File: config.mk
export PLATFORM = sky130hd
export DESIGN_NAME = mem_arbiter
export DESIGN_NICKNAME = d
export VERILOG_FILES = /design/src/rtl/proc_pkg.sv /design/src/rtl/mem_lane.sv /design/src/rtl/mem_arbiter.sv
export SDC_FILE = /design/constraint.sdc
export NUM_CORES = 1
export LEC_CHECK = 0
export BUFFER_PORTS_ARGS = -buffer_cell sky130_fd_sc_hd__buf_4
export CAP_MARGIN = 20
export CORE_MARGIN = 4
export CORE_UTILIZATION = 40
export CTS_CLUSTER_SIZE = 8
export DETAILED_ROUTE_END_ITERATION = 16
export PLACE_DENSITY = 0.68
export SYNTH_ARGS = -nofsm -noshare
export SYNTH_HDL_FRONTEND = slang
export SYNTH_SLANG_ARGS = --single-unit
export TNS_END_PERCENT = 50
File: constraint.sdc
create_clock -name clk_i -period 9.6 [get_ports clk_i]
set_input_delay 1.92 -clock clk_i [delete_from_list [all_inputs] [get_ports clk_i]]
set_output_delay 1.92 -clock clk_i [all_outputs]
set_load 0.01 [all_outputs]
File: src/rtl/proc_pkg.sv
// Shared encodings for the unified-memory arbiter: access sizes, grant owners
// and the arbiter FSM states.
package proc_pkg;

    localparam logic [1:0] SZ_BYTE  = 2'b01;
    localparam logic [1:0] SZ_HALF  = 2'b10;
    localparam logic [1:0] SZ_WORD  = 2'b11;

    localparam logic [1:0] GNT_NONE = 2'b00;
    localparam logic [1:0] GNT_IF   = 2'b01;
    localparam logic [1:0] GNT_MEM  = 2'b10;

    typedef enum logic [1:0] {
        ST_IDLE = 2'b00,
        ST_BUSY = 2'b01,
        ST_RESP = 2'b10
    } arb_state_t;

endpackage

File: src/rtl/mem_lane.sv
// Byte-lane steering for sub-word accesses: enables, alignment check,
// store-data placement and load-data extraction.
module mem_lane
    import proc_pkg::*;
(
    input  logic [1:0]  size_i,
    input  logic [1:0]  off_i,
    input  logic [31:0] wdata_i,
    input  logic [31:0] rdata_i,
    output logic [3:0]  be_o,
    output logic        misaligned_o,
    output logic [31:0] wdata_o,
    output logic [31:0] rdata_o
);

    logic [31:0] mask;
    logic [4:0]  shamt;

    assign shamt = {off_i, 3'b000};

    // Size 00 is not a legal encoding and falls into the word case.
    always_comb begin
        be_o         = 4'b1111;
        misaligned_o = 1'b0;
        mask         = 32'hFFFF_FFFF;
        case (size_i)
            SZ_BYTE: begin
                be_o = 4'b0001 << off_i;
                mask = 32'h0000_00FF;
            end
            SZ_HALF: begin
                be_o         = 4'b0011 << off_i;
                misaligned_o = off_i[0];
                mask         = 32'h0000_FFFF;
            end
            default: begin
                be_o         = 4'b1111;
                misaligned_o = (off_i != 2'b00);
            end
        endcase
    end

    assign wdata_o = wdata_i << shamt;
    assign rdata_o = (rdata_i >> shamt) & mask;

endmodule

File: src/rtl/mem_arbiter.sv
// Single-port memory sequencer shared by instruction fetch and load/store:
// MEM-priority arbitration with an IF starvation guard and a req/ack RAM port.
module mem_arbiter
    import proc_pkg::*;
#(
    parameter int STARVE_MAX = 4
) (
    input  logic        clk_i,
    input  logic        rst_i,
    input  logic        if_req_i,
    input  logic [31:0] if_addr_i,
    input  logic        if_abort_i,
    output logic        if_ack_o,
    output logic [31:0] if_rdata_o,
    input  logic        mem_req_i,
    input  logic        mem_we_i,
    input  logic [1:0]  mem_size_i,
    input  logic [31:0] mem_addr_i,
    input  logic [31:0] mem_wdata_i,
    output logic        mem_ack_o,
    output logic [31:0] mem_rdata_o,
    output logic        mem_err_o,
    output logic        ram_req_o,
    output logic        ram_we_o,
    output logic [3:0]  ram_be_o,
    output logic [31:0] ram_addr_o,
    output logic [31:0] ram_wdata_o,
    input  logic        ram_ack_i,
    input  logic [31:0] ram_rdata_i,
    output logic [1:0]  grant_o
);

    localparam int CNT_W = $clog2(STARVE_MAX + 1);
    localparam logic [CNT_W-1:0] CNT_MAX = CNT_W'(STARVE_MAX);

    arb_state_t     state_q;
    logic [CNT_W-1:0] starve_cnt_q;
    logic [1:0]     grant_q, size_q, off_q;
    logic           we_q, abort_q;
    logic           if_ack_q, mem_ack_q, mem_err_q;
    logic [31:0]    if_rdata_q, mem_rdata_q;
    logic           ram_req_q, ram_we_q;
    logic [3:0]     ram_be_q;
    logic [31:0]    ram_addr_q, ram_wdata_q;

    logic [1:0]     lane_size, lane_off;
    logic [3:0]     lane_be;
    logic           lane_misaligned;
    logic [31:0]    lane_wdata, lane_rdata;
    logic           if_ok, mem_ok, mem_win, if_win;

    // Live request decodes the lanes while idle; the latched access does afterwards.
    assign lane_size = (state_q == ST_IDLE) ? mem_size_i      : size_q;
    assign lane_off  = (state_q == ST_IDLE) ? mem_addr_i[1:0] : off_q;

    mem_lane u_lane (
        .size_i       (lane_size),
        .off_i        (lane_off),
        .wdata_i      (mem_wdata_i),
        .rdata_i      (ram_rdata_i),
        .be_o         (lane_be),
        .misaligned_o (lane_misaligned),
        .wdata_o      (lane_wdata),
        .rdata_o      (lane_rdata)
    );

    assign if_ok   = if_req_i & ~if_abort_i & ~if_ack_o;
    assign mem_ok  = mem_req_i & ~mem_ack_o;
    assign mem_win = mem_ok & ~((starve_cnt_q == CNT_MAX) & if_ok);
    assign if_win  = if_ok & ~mem_win;

    always_ff @(posedge clk_i or posedge rst_i) begin
        if (rst_i) begin
            state_q      <= ST_IDLE;
            starve_cnt_q <= '0;
            grant_q      <= GNT_NONE;
            size_q       <= 2'b00;
            off_q        <= 2'b00;
            we_q         <= 1'b0;
            abort_q      <= 1'b0;
            if_ack_q     <= 1'b0;
            mem_ack_q    <= 1'b0;
            mem_err_q    <= 1'b0;
            if_rdata_q   <= '0;
            mem_rdata_q  <= '0;
            ram_req_q    <= 1'b0;
            ram_we_q     <= 1'b0;
            ram_be_q     <= 4'b0000;
            ram_addr_q   <= '0;
            ram_wdata_q  <= '0;
        end else begin
            if_ack_q  <= 1'b0;
            mem_ack_q <= 1'b0;
            case (state_q)
                ST_IDLE: begin
                    grant_q <= GNT_NONE;
                    if (mem_win) begin
                        grant_q <= GNT_MEM;
                        we_q    <= mem_we_i;
                        size_q  <= mem_size_i;
                        off_q   <= mem_addr_i[1:0];
                        if (!if_req_i)
                            starve_cnt_q <= '0;
                        else if (starve_cnt_q != CNT_MAX)
                            starve_cnt_q <= starve_cnt_q + 1'b1;
                        if (lane_misaligned) begin
                            mem_ack_q   <= 1'b1;
                            mem_err_q   <= 1'b1;
                            mem_rdata_q <= '0;
                            state_q     <= ST_RESP;
                        end else begin
                            mem_err_q   <= 1'b0;
                            ram_req_q   <= 1'b1;
                            ram_we_q    <= mem_we_i;
                            ram_be_q    <= lane_be;
                            ram_addr_q  <= mem_addr_i & ~32'h3;
                            ram_wdata_q <= lane_wdata;
                            state_q     <= ST_BUSY;
                        end
                    end else if (if_win) begin
                        grant_q      <= GNT_IF;
                        starve_cnt_q <= '0;
                        abort_q      <= 1'b0;
                        we_q         <= 1'b0;
                        ram_req_q    <= 1'b1;
                        ram_we_q     <= 1'b0;
                        ram_be_q     <= 4'b1111;
                        ram_addr_q   <= if_addr_i & ~32'h3;
                        ram_wdata_q  <= '0;
                        state_q      <= ST_BUSY;
                    end
                end
                ST_BUSY: begin
                    if (grant_q == GNT_IF && if_abort_i)
                        abort_q <= 1'b1;
                    if (ram_ack_i) begin
                        ram_req_q <= 1'b0;
                        state_q   <= ST_RESP;
                        if (grant_q == GNT_IF) begin
                            if_rdata_q <= ram_rdata_i;
                            if_ack_q   <= ~(abort_q | if_abort_i);
                        end else begin
                            mem_rdata_q <= we_q ? 32'h0 : lane_rdata;
                            mem_ack_q   <= 1'b1;
                        end
                    end
                end
                ST_RESP: begin
                    grant_q <= GNT_NONE;
                    state_q <= ST_IDLE;
                end
                default: begin
                    grant_q <= GNT_NONE;
                    state_q <= ST_IDLE;
                end
            endcase
        end
    end

    // A branch flush in the response cycle still squashes the fetch.
    assign if_ack_o    = if_ack_q & ~if_abort_i;
    assign if_rdata_o  = if_rdata_q;
    assign mem_ack_o   = mem_ack_q;
    assign mem_rdata_o = mem_rdata_q;
    assign mem_err_o   = mem_err_q;
    assign ram_req_o   = ram_req_q;
    assign ram_we_o    = ram_we_q;
    assign ram_be_o    = ram_be_q;
    assign ram_addr_o  = ram_addr_q;
    assign ram_wdata_o = ram_wdata_q;
    assign grant_o     = grant_q;

endmodule

==> run_results.csv <==
group,metric,value,unit
status,status,"finished, final reports clean",
clock_tree,clock_sinks,148,
sta,finClkSkew,0.00767,ns
finish,stdcell_area,9750,µm²
sta,finalHoldViolations,0,
clock_tree,ctsResizeCount,0,
critical_path,cp-start-kind,"primary input",
critical_path,crit_top_cell,"buf_4",
routing,vias,5846,
finish,layout_commonest_cell,"buf_4",
yosys,synth_area,6990,µm²
clock_tree,cts_root_buffer,"clkbuf_16",
pwr,ir_worst_vdd,0.000160,V
critical_path,cp_max_fo,5,
yosys,synth_ff_type,"dfrtp_1",
grt,track_usage,21.0,%
grt,grt-ovfl-total,0,
routing,drc,0,
job,max-cap-violations,0,
sta,fmax,237,MHz
critical_path,cpLargestDelayFamily,"buffers and inverters",
finish,fin_util,56.8,%
finish,syn_to_final_growth,39.6,%
yosys,synth_edf_count,0,
placed_design,gp_congestion,0.796,
clock_tree,ctsHoldBuffers,0,
grt,antenna_found_initial,0,
finish,drive_gt1_share,40.4,%
hold_path,min_delay_path_depth,1,
clock_tree,clockBufferDepth,2,
routing,drtIter0Drc,304,
clock_tree,cts.htree.levels,4,
die,io_pins,276,
grt,grt_pass1_wl,32800,µm
critical_path,endpoint_kind,"output port",
yosys,synth-seq-area-share,53.0,%
routing,detail_route.vias_per_cell,5.19,
critical_path,cp.arrival,2.29,ns
pwr,power_frac_seq,32.2,%
pwr,p_comb_share,46.3,%
sta,setup_viol_count_final,0,
pwr,p_clk_share,21.6,%
die,die_w,140,µm
yosys,synthArstFlopShare,100,%
placed_design,dp_hpwl,15000,µm
clock_tree,cts_setup_buffers,0,
die,fp-row-count,48,
finish,fin_nets,1030,
sta,timing.slew.headroom,35.1,%
sta,tightestPinTransition,0.972,ns
grt,first_global_vias,6010,
finish,diodes,0,
routing,first_pass_iters,5,
sta,rsz0062_at_grt,"no",
critical_path,reg2reg_depth,8,
routing,drt_wl_total,20600,µm
pwr,p_switching,1.21,mW
die,core,17200,µm²
die,start_util,40.7,%
yosys,synth_cells,635,
placed_design,port_buffers,271,
clock_tree,numCtsBuffers,17,
yosys,synth.distinct_cells,50,
routing,routedWlPerCell,18.3,µm
critical_path,worstPathRequired,7.68,ns
pwr,total_leakage_power,4.98,nW
sta,hold_slack,0.463,ns
critical_path,path_cells,"buf_4 > nor2b_1 > buf_4",
sta,tns,0,ns
yosys,ys_ff_latch,148,
grt,grt_max_degree,92,
die,dieArea,19600,µm²
clock_tree,clk_latency,0.42,ns
pwr,p_sw_share,37.4,%
yosys,avgSynthCellArea,11.0,µm²
yosys,yosysWarnings,0,
sta,fin_crit,4.21,ns
placed_design,placed_area,9130,µm²
critical_path,slowest_delay,0.13,ns
pwr,power_density,333,nW/µm²
critical_path,cp_slowest_cell,"buf_4",
hold_path,hold_class,"flip-flop to flip-flop",
sta,timing.final.crit_share,43.9,%
pwr,p_int,2.03,mW
sta,drv_slew,0,
critical_path,cp_num_buf_inv,2,
finish,mostFrequentLayoutCells,"buf_4, dfrtp_1, nand2_1",
routing,antenna_left,0,
critical_path,cp.depth,3,
critical_path,critical_path_class,"primary input to output port",
clock_tree,cts_tree,"built",
die,die_h,140,µm
pwr,power.total,3.25,mW
clock_tree,clkTransAtPathRegs,0.06,ns
-- synthesized netlist by cell type, types with 2 or more instances --
cell type  number  share of area, %
a21o_1          8              0.86
a21oi_1        24               1.7
a221oi_1        9               1.1
a22o_1          8               1.0
a22oi_1         8              0.86
a2bb2oi_1       9               1.1
buf_1           2              0.11
buf_2          22               1.6
buf_4           6              0.64
buf_6           5              0.81
clkbuf_1        9              0.48
dfrtp_1       148                53
ha_1            4              0.72
inv_1          11              0.59
mux2_2         42               6.8
mux2i_1        64               9.2
nand2_1       105               5.6
nand3_1        10              0.72
nand3b_1        2              0.21
nor2_1         21               1.1
nor2b_1         5              0.45
nor3_1          4              0.29
nor3b_1         2              0.21
o21a_1         10               1.1
o21ai_0        40               2.9
o21ai_1         4              0.29
o21ai_2         9               1.1
o221ai_1        8               1.0
o22ai_1         2              0.18
o31ai_1        10               1.1
o32a_1          4              0.57
or2_1           2              0.18
-- per-stage QoR --
stage               cells  setup slack, ns
floorplan             636             3.70
global placement     1095             4.95
detailed placement   1095             4.92
CTS                  1127             5.38
global route         1127             5.20
finish               1127             5.39
-- sequential cells by signal, indices dropped and copies added, names as in the netlist, 2 cells and up --
register / cells
if_rdata_o: 32
state_q: 2
ram_be_o: 4
mem_rdata_o: 32
size_q: 2
starve_cnt_q: 3
ram_wdata_o: 32
off_q: 2
grant_o: 2
ram_addr_o: 30
-- metal layers --
layer  wire [µm]  GRT usage (%)
met5           0              0
met3        2030           8.06
met1        8520           26.2
met4         380           6.32
met2        9710           33.9
-- power groups by stage --
| stage | clock network [mW] | registers, mW | logic (mW) |
|---|---|---|---|
| after CTS | 0.718 | 1.05 | 1.52 |
| after global placement | 0 | 1.04 | 1.50 |
| after detailed placement | 0 | 1.05 | 1.52 |
| after floorplan | 0 | 1.14 | 0.798 |
| after global routing | 0.745 | 1.08 | 1.65 |
| final | 0.701 | 1.04 | 1.50 |
-- kinds of logic (layout without fill, tap and decap cells) --
family          count (synthesis)  after routing  synth area share (%)
other cells                     1              2                0.0537
buf+inv                        56            322                  4.26
compound gates                161            161                  16.3
fa+ha+maj                       4              4                 0.716
simple gates                  159            159                  9.69
flops                         148            148                  53.0
mux                           106            106                  15.9
-- area by class of cell --
class | instances | area, µm²
timing repair buffer | 278 | 2090
sequential | 148 | 3700
multi-input combinational | 432 | 3010
clock buffer | 23 | 468
tap | 225 | 282
inverter | 12 | 50.0
fill | 1524 | 7430
clock inverter | 9 | 151
-- worst register-to-register path: stages (launching register included) --
cell and delay [ns]:
dfrtp_1 0.49, nor2_2 0.44, mux2i_1 0.29, ha_1 0.35, nor4bb_1 0.44, a311oi_4 0.12
o21bai_2 0.74, or2_1 0.50, o21ai_2 0.12
-- final timing paths --
kind | from | end | slack (ns)
max | if_abort_i | if_ack_o | 5.39
min | abort_q | if_ack_q | 0.46
max reg2reg | state_q[1] | ram_wdata_o[10] | 5.98
min reg2reg | abort_q | if_ack_q | 0.46
max in group asynchronous | rst_i | if_rdata_o[13] | 6.67
min in group asynchronous | rst_i | ram_addr_o[19] | 1.68
(Power assumes the default switching activity.)
